[src/rtl/input_cond_pkg.sv]
// Package: input_cond_pkg
// Purpose: types shared by the input conditioner and its per-channel debouncer.
//   deb_state_t : debounce FSM state. ST_LOW and ST_HIGH are the stable
//                 states. ST_WAIT_HIGH and ST_WAIT_LOW are the states that
//                 count a pending level change.
package input_cond_pkg;

  typedef enum logic [1:0] {
    ST_LOW       = 2'd0,
    ST_WAIT_HIGH = 2'd1,
    ST_HIGH      = 2'd2,
    ST_WAIT_LOW  = 2'd3
  } deb_state_t;

endpackage

[src/rtl/debounce_channel.sv]
// Module: debounce_channel
// Purpose: conditions one raw push-button/switch input in four stages:
//   1. 2-FF synchronizer.
//   2. Counter-based debounce FSM.
//   3. Registered rise and fall edge pulses.
//   4. A toggle flop that flips on every accepted rising edge.
// Ports:
//   clk    in  1  system clock, rising edge
//   rst_n  in  1  synchronous active-low reset
//   raw    in  1  asynchronous raw input
//   level  out 1  debounced level
//   rise   out 1  one-cycle pulse on an accepted 0->1 change
//   fall   out 1  one-cycle pulse on an accepted 1->0 change
//   toggle out 1  flips together with rise
module debounce_channel
  import input_cond_pkg::*;
#(
  parameter int DEBOUNCE_CYCLES = 50000
) (
  input  logic clk,
  input  logic rst_n,
  input  logic raw,
  output logic level,
  output logic rise,
  output logic fall,
  output logic toggle
);

  localparam int CNT_W = $clog2(DEBOUNCE_CYCLES + 1);
  localparam logic [CNT_W-1:0] CNT_LAST = CNT_W'(DEBOUNCE_CYCLES - 1);

  logic             s1_reg;
  logic             s2_reg;
  deb_state_t       state_reg;
  logic [CNT_W-1:0] cnt_reg;
  logic             level_reg;
  logic             rise_reg;
  logic             fall_reg;
  logic             toggle_reg;

  always_ff @(posedge clk) begin
    if (!rst_n) begin
      s1_reg     <= 1'b0;
      s2_reg     <= 1'b0;
      state_reg  <= ST_LOW;
      cnt_reg    <= '0;
      level_reg  <= 1'b0;
      rise_reg   <= 1'b0;
      fall_reg   <= 1'b0;
      toggle_reg <= 1'b0;
    end else begin
      // Only s2 is used downstream. Nothing sits between the two flops.
      s1_reg   <= raw;
      s2_reg   <= s1_reg;
      // A pulse lasts one cycle unless a commit below re-asserts it.
      rise_reg <= 1'b0;
      fall_reg <= 1'b0;

      unique case (state_reg)
        ST_LOW: begin
          cnt_reg <= '0;
          if (s2_reg) state_reg <= ST_WAIT_HIGH;
        end
        ST_WAIT_HIGH: begin
          if (!s2_reg) begin
            // The excursion was too short: drop it and keep the old level.
            state_reg <= ST_LOW;
            cnt_reg   <= '0;
          end else if (cnt_reg == CNT_LAST) begin
            state_reg  <= ST_HIGH;
            cnt_reg    <= '0;
            level_reg  <= 1'b1;
            rise_reg   <= 1'b1;
            toggle_reg <= ~toggle_reg;
          end else begin
            cnt_reg <= cnt_reg + 1'b1;
          end
        end
        ST_HIGH: begin
          cnt_reg <= '0;
          if (!s2_reg) state_reg <= ST_WAIT_LOW;
        end
        ST_WAIT_LOW: begin
          if (s2_reg) begin
            state_reg <= ST_HIGH;
            cnt_reg   <= '0;
          end else if (cnt_reg == CNT_LAST) begin
            state_reg <= ST_LOW;
            cnt_reg   <= '0;
            level_reg <= 1'b0;
            fall_reg  <= 1'b1;
          end else begin
            cnt_reg <= cnt_reg + 1'b1;
          end
        end
        default: begin
          state_reg <= ST_LOW;
          cnt_reg   <= '0;
        end
      endcase
    end
  end

  assign level  = level_reg;
  assign rise   = rise_reg;
  assign fall   = fall_reg;
  assign toggle = toggle_reg;

endmodule

[src/rtl/input_conditioner.sv]
// Module: input_conditioner
// Purpose: front end that turns raw, asynchronous buttons and switches into
//   clean, synchronous signals, using one independent debounce_channel per
//   input. At the datapath level the outputs are used as follows:
//     a   = btn_level[0]
//     b   = btn_level[1]
//     sel = btn_toggle[2]
// Ports:
//   clk        in  1     system clock
//   rst_n      in  1     synchronous active-low reset
//   btn_raw    in  N_IN  raw inputs
//   btn_level  out N_IN  debounced levels
//   btn_rise   out N_IN  one-cycle pulses on 0->1
//   btn_fall   out N_IN  one-cycle pulses on 1->0
//   btn_toggle out N_IN  latched selectors, flip on each rise
module input_conditioner
  import input_cond_pkg::*;
#(
  parameter int N_IN            = 3,
  parameter int DEBOUNCE_CYCLES = 50000
) (
  input  logic            clk,
  input  logic            rst_n,
  input  logic [N_IN-1:0] btn_raw,
  output logic [N_IN-1:0] btn_level,
  output logic [N_IN-1:0] btn_rise,
  output logic [N_IN-1:0] btn_fall,
  output logic [N_IN-1:0] btn_toggle
);

  generate
    for (genvar gi = 0; gi < N_IN; gi++) begin : g_chan
      debounce_channel #(
        .DEBOUNCE_CYCLES(DEBOUNCE_CYCLES)
      ) u_chan (
        .clk   (clk),
        .rst_n (rst_n),
        .raw   (btn_raw[gi]),
        .level (btn_level[gi]),
        .rise  (btn_rise[gi]),
        .fall  (btn_fall[gi]),
        .toggle(btn_toggle[gi])
      );
    end
  endgenerate

endmodule

[config.mk]
export PLATFORM = sky130hd
export DESIGN_NAME = input_conditioner
export DESIGN_NICKNAME = d
export VERILOG_FILES = /design/src/rtl/input_cond_pkg.sv /design/src/rtl/debounce_channel.sv /design/src/rtl/input_conditioner.sv
export SDC_FILE = /design/constraint.sdc
export NUM_CORES = 1
export LEC_CHECK = 0
export BUFFER_PORTS_ARGS = -buffer_cell sky130_fd_sc_hd__buf_4
export CAP_MARGIN = 0
export CORE_ASPECT_RATIO = 0.75
export CORE_UTILIZATION = 45
export DETAILED_ROUTE_END_ITERATION = 12
export PLACE_DENSITY = 0.59
export SLEW_MARGIN = 20
export SYNTH_ARGS = -nofsm -noshare
export SYNTH_HDL_FRONTEND = slang
export SYNTH_HIERARCHICAL = 1
export SYNTH_SLANG_ARGS = --single-unit
[constraint.sdc]
create_clock -name clk -period 1.8 [get_ports clk]
set_input_delay 0.18 -clock clk [delete_from_list [all_inputs] [get_ports clk]]
set_output_delay 0.18 -clock clk [all_outputs]
set_load 0.01 [all_outputs]
# == Yosys cells after proc, flatten, opt, wreduce, memory -nomap -nowiden ==
# Cells that the tools add are included.
# classes
n_addsub,3
multipliers,0
n_div,0
magnitude_cmp,0
eq_ne,36
n_shift,0
muxes,51
n_bitwise,7
reduce_logical,24
# ops
op,n
$mux W16,9
$pmux W16 S3,3
$add A16 B1 Y16 const B,3
$eq A16 B16 Y1 const B,3
$mux W2,18
$ne A2 B1 Y1 const B,12
$pmux W2 S4,3
$reduce_and A3 Y1,6
$mux W1,15
$reduce_and A5 Y1,3
$eq A2 B2 Y1 const B,6
$ne A2 B2 Y1 const B,6
$reduce_and A4 Y1,3
$ne A3 B1 Y1 const B,3
$ne A3 B3 Y1 const B,3
$reduce_or A3 Y1,3
$not A1 Y1,7
$eq A2 B1 Y1 const B,3
$logic_not A2 Y1,3
$pmux W1 S2,3
$reduce_bool A2 Y1,3
$reduce_or A2 Y1,3
# totals
reg_bits,72
latchBits,0
ramBits,0
rom_bits,0
out_inout_bits,12
wordCells,145
n_memories,0

# == Depth between registers and ports, before layout ==
# Gate-level depths: netlist (run 1).
# depth
ltp_word,4
ltp_mapped,7
ltp_nobuf,5

# == Hierarchy ==
# The synthesis (run 1) kept the hierarchy.
# modules_own_cells
mod,n_inst,cells_each,area_per_inst_um2,seq_area_each_um2
debounce_channel (g_chan[0].u_chan ...),2,110,1043.5,480.5
debounce_channel (g_chan[2].u_chan),1,109,1036.0,480.5

# == Least setup slack after synthesis (run 1) ==
# No wires, ideal clock.
# synth_path
path_type,reg2reg
start,reg g_chan[0].u_chan.cnt_reg[7]
end,reg g_chan[0].u_chan.cnt_reg[10]
setup_ps,115
t_arrival_ps,1540
required_time_ps,1685
slack_ps,145
path_stages_with_launch,7
period_less_slack_ps,1655
path_cell_list,dfxtp_1 > or4_4 > nor4_1 > or2_1 > buf_6 > buf_8 > nor2_1
# synth_between
elab_chain_len,4
word_cells_on_any_way,6
# synth_rtl
item,line,rtl
start: declaration,debounce_channel.sv:35,logic [CNT_W-1:0] cnt_reg;
start signal: assignment,debounce_channel.sv:76,cnt_reg <= cnt_reg + 1'b1;
start signal: assignment,debounce_channel.sv:93,cnt_reg <= cnt_reg + 1'b1;
$add A16 B1 Y16 or $eq A16 B16 Y1 (tied branches),-,
$mux W16 (*),"debounce_channel.sv:69, debounce_channel.sv:87",
"$mux W16, on equally long branches","debounce_channel.sv:84, debounce_channel.sv:65",
$pmux W16 S3 (*),debounce_channel.sv:59,unique case (state_reg)
# Mark *: on every way between the ends. The rest lies on a longest branch, timed or not.
# A chain may end at the register's enable or synchronous reset.

# == Worst setup path after layout (run 1) ==
# layout_path
start,reg g_chan[0].u_chan.cnt_reg[11]
end,reg g_chan[0].u_chan.level_reg
# layout_between
elab_chain_len,3
word_cells_on_any_way,4
# layout_rtl
item,line,rtl
$eq A16 B16 Y1 (*),"debounce_channel.sv:69, debounce_channel.sv:87",
$ne A2 B1 Y1 (no line),-,
$reduce_and A5 Y1 (no line) (*),-,
end signal: assignment,debounce_channel.sv:47,level_reg <= 1'b0;
end signal: assignment,debounce_channel.sv:72,level_reg <= 1'b1;
end signal: assignment,debounce_channel.sv:90,level_reg <= 1'b0;
end: declaration,debounce_channel.sv:36,logic level_reg;
# Marks and branches as above.

==> reports/results.txt, run 1 <==
switching part of the total: 0.199
drt initial violations: 118
leakage power: 0.00117 uW
status: completed
Worst-Skew Late Latency: 0.34 ns
core area: 0.00651 mm^2
Worst Path Arrival: 1.90 ns
synthesized instance count: 329
CP max-delay cell: or4b_4
H-tree depth: 3
Vias: 2,221
io pins: 17
Final Hold Fails: 0
Int Pwr: 2490 uW
Total Neg Setup Slack: 0 ns
kind of critical path: reg2reg
logic gate share of total power: 0.017
drt drc: 0
largest net degree at the start of global routing: 26
DP Worst Slack: 0.129 ns
Post-Route Skew: 0.00366 ns
top cells by area, synth: dfxtp_1 46%, xnor2_1 10%, nor2_1 7.2%
distinct cell type count after synthesis: 37
port buffer count: 16
GRT Util Overall: 0.161
Worst Path Required: 2.03 ns
Row Count: 25
Max-cap violations: 0
Placer Congestion: 0.779
total iterations of the first detailed-routing run: 7
initial antenna violation count: 0
setup ws final: 0.128 ns
post-synth top area cell: dfxtp_1
crit path cell chain: or4b_4, nor4_4, mux2i_1, a21boi_1
Max stage delay on crit path: 0.60 ns
most frequent cells in the layout: 72 x dfxtp_1, 60 x nor2_1, 36 x xnor2_1
synth warn: 6
worst-path fanout max: 6
clock buffer count from CTS: 9
Die ar.: 0.00728 mm^2
post-route antenna net violation count: 0
Post-CTS Hold Fix Bufs: 0
pwr/cell area: 863 mW/mm^2
Vias/cell: 5.01
Tcrit/Tclk final: 0.929
Area growth syn-to-layout: 15.2%
global route overflow: 0
slew of the pin with the lowest slew margin: 0.358 ns
clock share of power: 0.463
sequential element share of the synthesized area: 0.462
register bit total from synthesis: 72
switching power: 619 uW
Synth Cell Area: 0.00312 mm^2
first-pass GRT wire length: 9110 um
Syn Area/Cell: 9.49 um^2
relative slew slack: 0.761
top-area cell type share of the netlist area: 0.462
clk root buf: clkbuf_8
Antenna diodes: 0
CTS max path bufs: 2
min-delay worst type: in2reg
max reg flops: 48
Setup Viol. Count Final: 0
die span in y: 74.1 um
Worst Setup End Kind: register
register share of total power: 0.520
Worst setup SP type: register
Die W: 98.2 um
# clock sinks: 72
TritonCTS clock tree: yes
fmax: 598 MHz
maximum vdd ir drop: 0.423 mV
Reg clk slew, reported paths: 0.07 ns
wirelength, routed: 5340 um
share of layout cells above drive strength 1: 0.163
drt wl/cell: 12.1 um
Slew Limit Fails: 0
HPWL Detailed: 3680 um
post-layout net count: 365
post-synth net total: 337
number of global-route vias before repair: 1,997
unrepaired setup endpoints after global routing: no
post-route minimum period: 1.67 ns
commonest non-fill, non-tap cell in the layout: dfxtp_1
Initial Util: 0.480
[through the flow]
| step | util | hold WS, ns | total power (uW) | instances | instance area [um^2] |
|---|---|---|---|---|---|
| floorplan | - | 0.302 | 1680 | 329 | 3120 |
| global placement | 0.516 | 0.394 | 1700 | 427 | 3360 |
| detailed placement | 0.516 | 0.395 | 1700 | 427 | 3360 |
| CTS | 0.551 | 0.0219 | 3160 | 443 | 3590 |
| global route | 0.553 | 0.0215 | 3220 | 443 | 3600 |
| finish | 0.553 | 0.0451 | 3110 | 443 | 3600 |
[power groups by stage]
stage	clock [uW]	combinational, uW	sequential [uW]
detailed placement	0	52.4	1650
floorplan	0	22.3	1650
global placement	0	51.1	1650
finish	1440	51.8	1620
global route	1550	57.0	1620
CTS	1490	52.5	1610
[synth_stat cells]
cell and count:
a21boi_1 2, a21oi_1 1, a31o_2 1, a31oi_1 1, and2_1 7, and2b_1 2
and3_1 3, and3_2 3, and4_1 2, and4bb_2 2, buf_2 1, buf_6 2
buf_8 2, dfxtp_1 72, ha_1 3, inv_1 15, mux2i_1 7, nand2_1 16
nand2b_1 2, nand3_1 15, nand4_1 13, nand4_4 2, nor2_1 60, nor2b_1 4
nor3_1 11, nor4_1 15, nor4_4 4, nor4b_4 1, o211ai_1 2, o21ai_0 6
or2_1 2, or2_2 2, or3_1 1, or4_4 2, or4b_4 2, xnor2_1 36
xor2_1 7
[metal layers]
metal | track usage | part of all wire | vias up
met4 | 0.0978 | 0.013 | 0
met2 | 0.234 | 0.40 | 28
met5 | 0 | 0 | -
li1 | - | - | 1186
met1 | 0.218 | 0.55 | 1000
met3 | 0.0423 | 0.035 | 7
[critical path: cells and delay by family (launching register included)]
kind / cells / cell delay [ns]
DFF: 1 / 0.36
AOI/OAI and AO/OA: 1 / 0.07
and+or+nand+nor: 2 / 0.91
muxes: 1 / 0.22
[worst paths after layout]
path	to	cells past startpoint	from	slack [ns]
min	g_chan[2].u_chan/s1_reg$_SDFF_PN0_	2	btn_raw[2]	0.05
max reg2reg	g_chan[0].u_chan/level$_SDFFE_PN0P_	4	g_chan[0].u_chan/cnt_reg[11]$_SDFF_PN0_	0.13
min reg2reg	g_chan[1].u_chan/s2_reg$_SDFF_PN0_	1	g_chan[1].u_chan/s1_reg$_SDFF_PN0_	0.43
max	g_chan[0].u_chan/level$_SDFFE_PN0P_	4	g_chan[0].u_chan/cnt_reg[11]$_SDFF_PN0_	0.13
[layout make-up]
cell class                      instances  area, um^2
Inverter                               15        56.3
Tap cell                               81         101
Timing Repair Buffer                   22         190
Fill cell                             569        2910
Multi-Input combinational cell        237        1580
Clock buffer                           11         151
Clock inverter                          5        78.8
Sequential cell                        72        1440
[what timing repair did]
item | 4_1_cts | 5_1_grt
setup buffers | 0 | 0
gates resized for setup | 0 | 2
endpoints found under the setup margin | 0 | 4
[cell families after synthesis]
group	synth area share
xor+xnor	0.121
flops	0.462
compound gates	0.0256
fa+ha+maj	0.0120
buf+inv	0.0365
simple gates	0.321
mux	0.0224
No activity file was read; power rests on OpenSTA's default activity.
==> inputs of run 2 (changes only) <==
--- a/config.mk
+++ b/config.mk
@@ -7,10 +7,12 @@
 export LEC_CHECK = 0
 export BUFFER_PORTS_ARGS = -buffer_cell sky130_fd_sc_hd__buf_4
 export CAP_MARGIN = 0
+export CELL_PAD_IN_SITES_DETAIL_PLACEMENT = 0
+export CELL_PAD_IN_SITES_GLOBAL_PLACEMENT = 1
 export CORE_ASPECT_RATIO = 0.75
 export CORE_UTILIZATION = 45
 export DETAILED_ROUTE_END_ITERATION = 12
-export PLACE_DENSITY = 0.59
+export PLACE_DENSITY = 0.73
 export SLEW_MARGIN = 20
 export SYNTH_ARGS = -nofsm -noshare
 export SYNTH_HDL_FRONTEND = slang
==> reports/results.txt, run 2 (synthesis results as in run 1) <==
status: completed
global route overflow: 0 (unchanged)
leakage power: 0.00115 uW (-1.9%)
Tcrit/Tclk final: 0.935 (+0.00584)
min-delay worst type: in2reg
clock buffer count from CTS: 9 (unchanged)
Max-cap violations: 0 (unchanged)
largest net degree at the start of global routing: 26 (unchanged)
die span in y: 74.1 um (unchanged)
Die ar.: 0.00728 mm^2 (unchanged)
Worst Path Arrival: 1.91 ns (about the same)
CTS max path bufs: 2 (unchanged)
Antenna diodes: 0 (unchanged)
first-pass GRT wire length: 9530 um (+4.6%)
register area: 0.00144 mm^2 (unchanged)
unrepaired setup endpoints after global routing: no
Post-CTS Hold Fix Bufs: 0 (unchanged)
most frequent cells in the layout: 72 x dfxtp_1, 60 x nor2_1, 36 x xnor2_1
met3 usage: 0.0545 (+0.0122)
post-route antenna net violation count: 0 (unchanged)
worst-path fanout max: 6 (unchanged)
clk root buf: clkbuf_8
drt initial violations: 91 (-23%)
io pins: 17 (unchanged)
number of fill cells: 583 (+2.5%)
HPWL Detailed: 3850 um (+4.8%)
drt drc: 0 (unchanged)
post-route minimum period: 1.68 ns (+0.0105 ns)
crit path cell chain: or4b_4, nor4_4, mux2i_1, a21boi_1
busiest grt layer: met2
initial antenna violation count: 0 (unchanged)
Setup Viol. Count Final: 0 (unchanged)
Top delay family on crit path: simple AND/OR/NAND/NOR gates
port buffer count: 16 (unchanged)
Worst-Skew Late Latency: 0.34 ns (about the same)
Area growth syn-to-layout: 14.1%
Resize count post-CTS: 0 (unchanged)
CP max-delay cell: or4b_4
core area: 0.00651 mm^2 (unchanged)
Initial Util: 0.480 (unchanged)
Worst Setup End Kind: register
Post-CTS Setup Bufs: 0 (unchanged)
Total Neg Setup Slack: 0 ns (unchanged)
DP Worst Slack: 0.124 ns (-0.00505 ns)
Post-Route Skew: 0.0123 ns (+0.00867 ns)
relative slew slack: 0.744 (-0.0164)
Worst setup SP type: register
TritonCTS clock tree: yes
slew of the pin with the lowest slew margin: 0.380 ns (+0.0221 ns)
GR met1 Demand/Resource: 0.231 (+0.0138)
Row Count: 25 (unchanged)
fmax: 594 MHz (-0.62%)
share of layout cells above drive strength 1: 0.164 (+0.00140)
wirelength, routed: 5500 um (+2.9%)
Final Hold Fails: 0 (unchanged)
Slew Limit Fails: 0 (unchanged)
Die W: 98.2 um (unchanged)
GRT Util Overall: 0.168 (+0.00639)
met2 usage: 0.250 (+0.0156)
Reg clk slew, reported paths: 0.08 ns (about the same)
H-tree depth: 3 (unchanged)
# clock sinks: 72 (unchanged)
commonest non-fill, non-tap cell in the layout: dfxtp_1
total iterations of the first detailed-routing run: 6 (-1)
multi-input logic area: 0.00157 mm^2 (-0.71%)
Worst Path Required: 2.03 ns (about the same)
Max stage delay on crit path: 0.60 ns (about the same)
kind of critical path: reg2reg
pwr/cell area: 819 mW/mm^2 (-5.0%)
number of global-route vias before repair: 2,024 (+1.4%)
Vias/cell: 5.02 (about the same)
Placer Congestion: 0.804 (+3.1%)
post-layout net count: 368 (+0.82%)
Vias: 2,237 (+0.72%)
drt wl/cell: 12.3 um (+2.2%)
maximum vdd ir drop: 0.449 mV (+6.1%)
CP Buf/Inv Count: 0 (unchanged)
max reg flops: 48 (unchanged)
setup ws final: 0.118 ns (-0.0105 ns)
==> run 2: metal layers <==
metal / part of all wire / up-vias
met3: 0.038 / 8
met4: 0.011 / 0
met5: 0 / -
li1: - / 1193
met1: 0.53 / 1002
met2: 0.42 / 34
==> run 2: power breakdown <==
part,total (uW),leakage [uW],internal (uW),switching [uW]
sequential,1620,0.000582,1610,9.87
clock,1250,0.0000916,639,612
combinational,51.3,0.000477,25.8,25.5
==> run 2: final cells by class <==
class                           instances  area share
Multi-Input combinational cell        237       0.440
Timing Repair Buffer                   25      0.0562
Tap cell                               81      0.0285
Inverter                               15      0.0158
Clock inverter                          7      0.0200
Clock buffer                            9      0.0348
Sequential cell                        72       0.405
==> run 2: worst register-to-register path: cells and delay by family (launching register included) <==
kind	cells	cell delay [ns]
flops	1	0.36
simple gates	2	0.90
mux	1	0.23
compound gates	1	0.08
==> run 2: metrics by stage <==
| stage | hold slack [ns] | total power (uW) | util | std cells | instance area (um^2) |
|---|---|---|---|---|---|
| after detailed placement | 0.396 | 1710 | 0.518 | 430 | 3370 |
| after floorplan | 0.302 | 1680 | - | 329 | 3120 |
| after CTS | 0.0281 | 2970 | 0.548 | 446 | 3560 |
| final | 0.0483 | 2920 | 0.548 | 446 | 3560 |
| after global routing | 0.0291 | 3050 | 0.548 | 446 | 3560 |
| after global placement | 0.393 | 1700 | 0.518 | 430 | 3370 |
==> run 2: worst paths after layout <==
kind,start,to,cells past startpoint,slack (ns)
setup / recovery,g_chan[0].u_chan/cnt_reg[11]$_SDFF_PN0_,g_chan[0].u_chan/level$_SDFFE_PN0P_,4,0.12
hold / removal,btn_raw[2],g_chan[2].u_chan/s1_reg$_SDFF_PN0_,2,0.05
setup reg to reg,g_chan[0].u_chan/cnt_reg[11]$_SDFF_PN0_,g_chan[0].u_chan/level$_SDFFE_PN0P_,4,0.12
hold reg to reg,g_chan[0].u_chan/s1_reg$_SDFF_PN0_,g_chan[0].u_chan/s2_reg$_SDFF_PN0_,1,0.44
==> inputs of run 3 (changes only) <==
--- a/config.mk
+++ b/config.mk
@@ -12,6 +12,7 @@
 export CORE_ASPECT_RATIO = 0.75
 export CORE_UTILIZATION = 45
 export DETAILED_ROUTE_END_ITERATION = 12
+export MAX_ROUTING_LAYER = met4
 export PLACE_DENSITY = 0.73
 export SLEW_MARGIN = 20
 export SYNTH_ARGS = -nofsm -noshare
==> reports/results.txt, run 3 (synthesis results as in run 1) <==
drt drc: 0 (unchanged)
Post-CTS Hold Fix Bufs: 0 (unchanged)
slew of the pin with the lowest slew margin: 0.378 ns (-0.00161 ns)
# clock sinks: 72 (unchanged)
min-delay worst type: in2reg
initial antenna violation count: 0 (unchanged)
Max-cap violations: 0 (unchanged)
Post-CTS Setup Bufs: 0 (unchanged)
Reg clk slew, reported paths: 0.08 ns (about the same)
largest net degree at the start of global routing: 26 (unchanged)
Antenna diodes: 0 (unchanged)
Final Hold Fails: 0 (unchanged)
Slew Limit Fails: 0 (unchanged)
Initial Util: 0.480 (unchanged)
Area growth syn-to-layout: 14.1% (unchanged)
global route overflow: 0 (unchanged)
die span in y: 74.1 um (unchanged)
drt wl/cell: 12.3 um (about the same)
Vias/cell: 5.02 (about the same)
clk root buf: clkbuf_8
port buffer count: 16 (unchanged)
Worst Setup End Kind: register
maximum vdd ir drop: 0.449 mV (about the same)
reg2reg setup slack: 0.12 ns (about the same)
post-layout net count: 368 (unchanged)
TritonCTS clock tree: yes
worst-path fanout max: 6 (unchanged)
Total Neg Setup Slack: 0 ns (unchanged)
pwr/cell area: 819 mW/mm^2 (about the same)
number of global-route vias before repair: 2,023 (-0.049%)
total iterations of the first detailed-routing run: 6 (unchanged)
kind of critical path: reg2reg
drt initial violations: 111 (+22%)
DP Worst Slack: 0.124 ns (unchanged)
post-route minimum period: 1.68 ns (-0.000282 ns)
Power, Total: 2920 uW (about the same)
H-tree depth: 3 (unchanged)
status: completed
max reg flops: 48 (unchanged)
commonest non-fill, non-tap cell in the layout: dfxtp_1
Post-Route Skew: 0.0124 ns (+0.000114 ns)
core area: 0.00651 mm^2 (unchanged)
most frequent cells in the layout: 72 x dfxtp_1, 60 x nor2_1, 36 x xnor2_1
Worst Path Required: 2.02 ns (about the same)
Vias: 2,239 (+0.089%)
leakage power: 0.00115 uW (unchanged)
Die ar.: 0.00728 mm^2 (unchanged)
fmax: 595 MHz (about the same)
unrepaired setup endpoints after global routing: no
Tcrit/Tclk final: 0.934 (about the same)
relative slew slack: 0.745 (+0.00109)
Worst Path Arrival: 1.91 ns (about the same)
setup ws final: 0.118 ns (+0.000282 ns)
share of layout cells above drive strength 1: 0.164 (unchanged)
Worst setup SP type: register
CTS max path bufs: 2 (unchanged)
Die W: 98.2 um (unchanged)
HPWL Detailed: 3850 um (unchanged)
wirelength, routed: 5510 um (about the same)
io pins: 17 (unchanged)
post-route antenna net violation count: 0 (unchanged)
Placer Congestion: 0.815 (+1.5%)
Worst-Skew Late Latency: 0.34 ns (about the same)
Row Count: 25 (unchanged)
first-pass GRT wire length: 9530 um (unchanged)
Setup Viol. Count Final: 0 (unchanged)
clock buffer count from CTS: 9 (unchanged)
GRT Util Overall: 0.173 (+0.00560)
Resize count post-CTS: 0 (unchanged)
## run 3: layout make-up
cell class | count | area, um^2
clock buffers | 9 | 124
clock inverters | 7 | 71.3
fillers | 583 | 2940
inverters | 15 | 56.3
multi-input cells | 237 | 1570
flip-flops and latches | 72 | 1440
well taps | 81 | 101
repair buffers | 25 | 200
## run 3: report_power, final
| group | internal [uW] | switching (uW) | leakage, uW |
|---|---|---|---|
| clock | 639 | 612 | 0.0000916 |
| combinational | 25.8 | 25.5 | 0.000477 |
| sequential | 1610 | 9.87 | 0.000582 |
| total | 2270 | 647 | 0.00115 |
## run 3: worst paths after layout
check	start	end	cells after the start
hold reg to reg	g_chan[0].u_chan/s1_reg$_SDFF_PN0_	g_chan[0].u_chan/s2_reg$_SDFF_PN0_	1
hold / removal	btn_raw[2]	g_chan[2].u_chan/s1_reg$_SDFF_PN0_	2
setup reg to reg	g_chan[0].u_chan/cnt_reg[11]$_SDFF_PN0_	g_chan[0].u_chan/level$_SDFFE_PN0P_	4
setup / recovery	g_chan[0].u_chan/cnt_reg[11]$_SDFF_PN0_	g_chan[0].u_chan/level$_SDFFE_PN0P_	4
## run 3: routing by layer
layer | GRT usage | vias to the layer above | wire, um
li1 | - | 1193 | -
met1 | 0.231 | 1004 | 2940
met2 | 0.250 | 35 | 2310
met3 | 0.0545 | 7 | 205
met4 | 0.0547 | 0 | 51
met5 | - | - | 0
## run 3: per-stage QoR
step	std cells	utilization	hold slack [ns]	area [um^2]
3_5_place_dp	430	0.518	0.396	3370
4_1_cts	446	0.548	0.0281	3560
3_3_place_gp	430	0.518	0.393	3370
6_report	446	0.548	0.0487	3560
5_1_grt	446	0.548	0.0291	3560
2_1_floorplan	329	-	0.302	3120
## run 3: worst max-delay path: stages, from the launching register on
cell	delay, ns
dfxtp_1	0.36
or4b_4	0.60
nor4_4	0.30
mux2i_1	0.23
a21boi_1	0.08
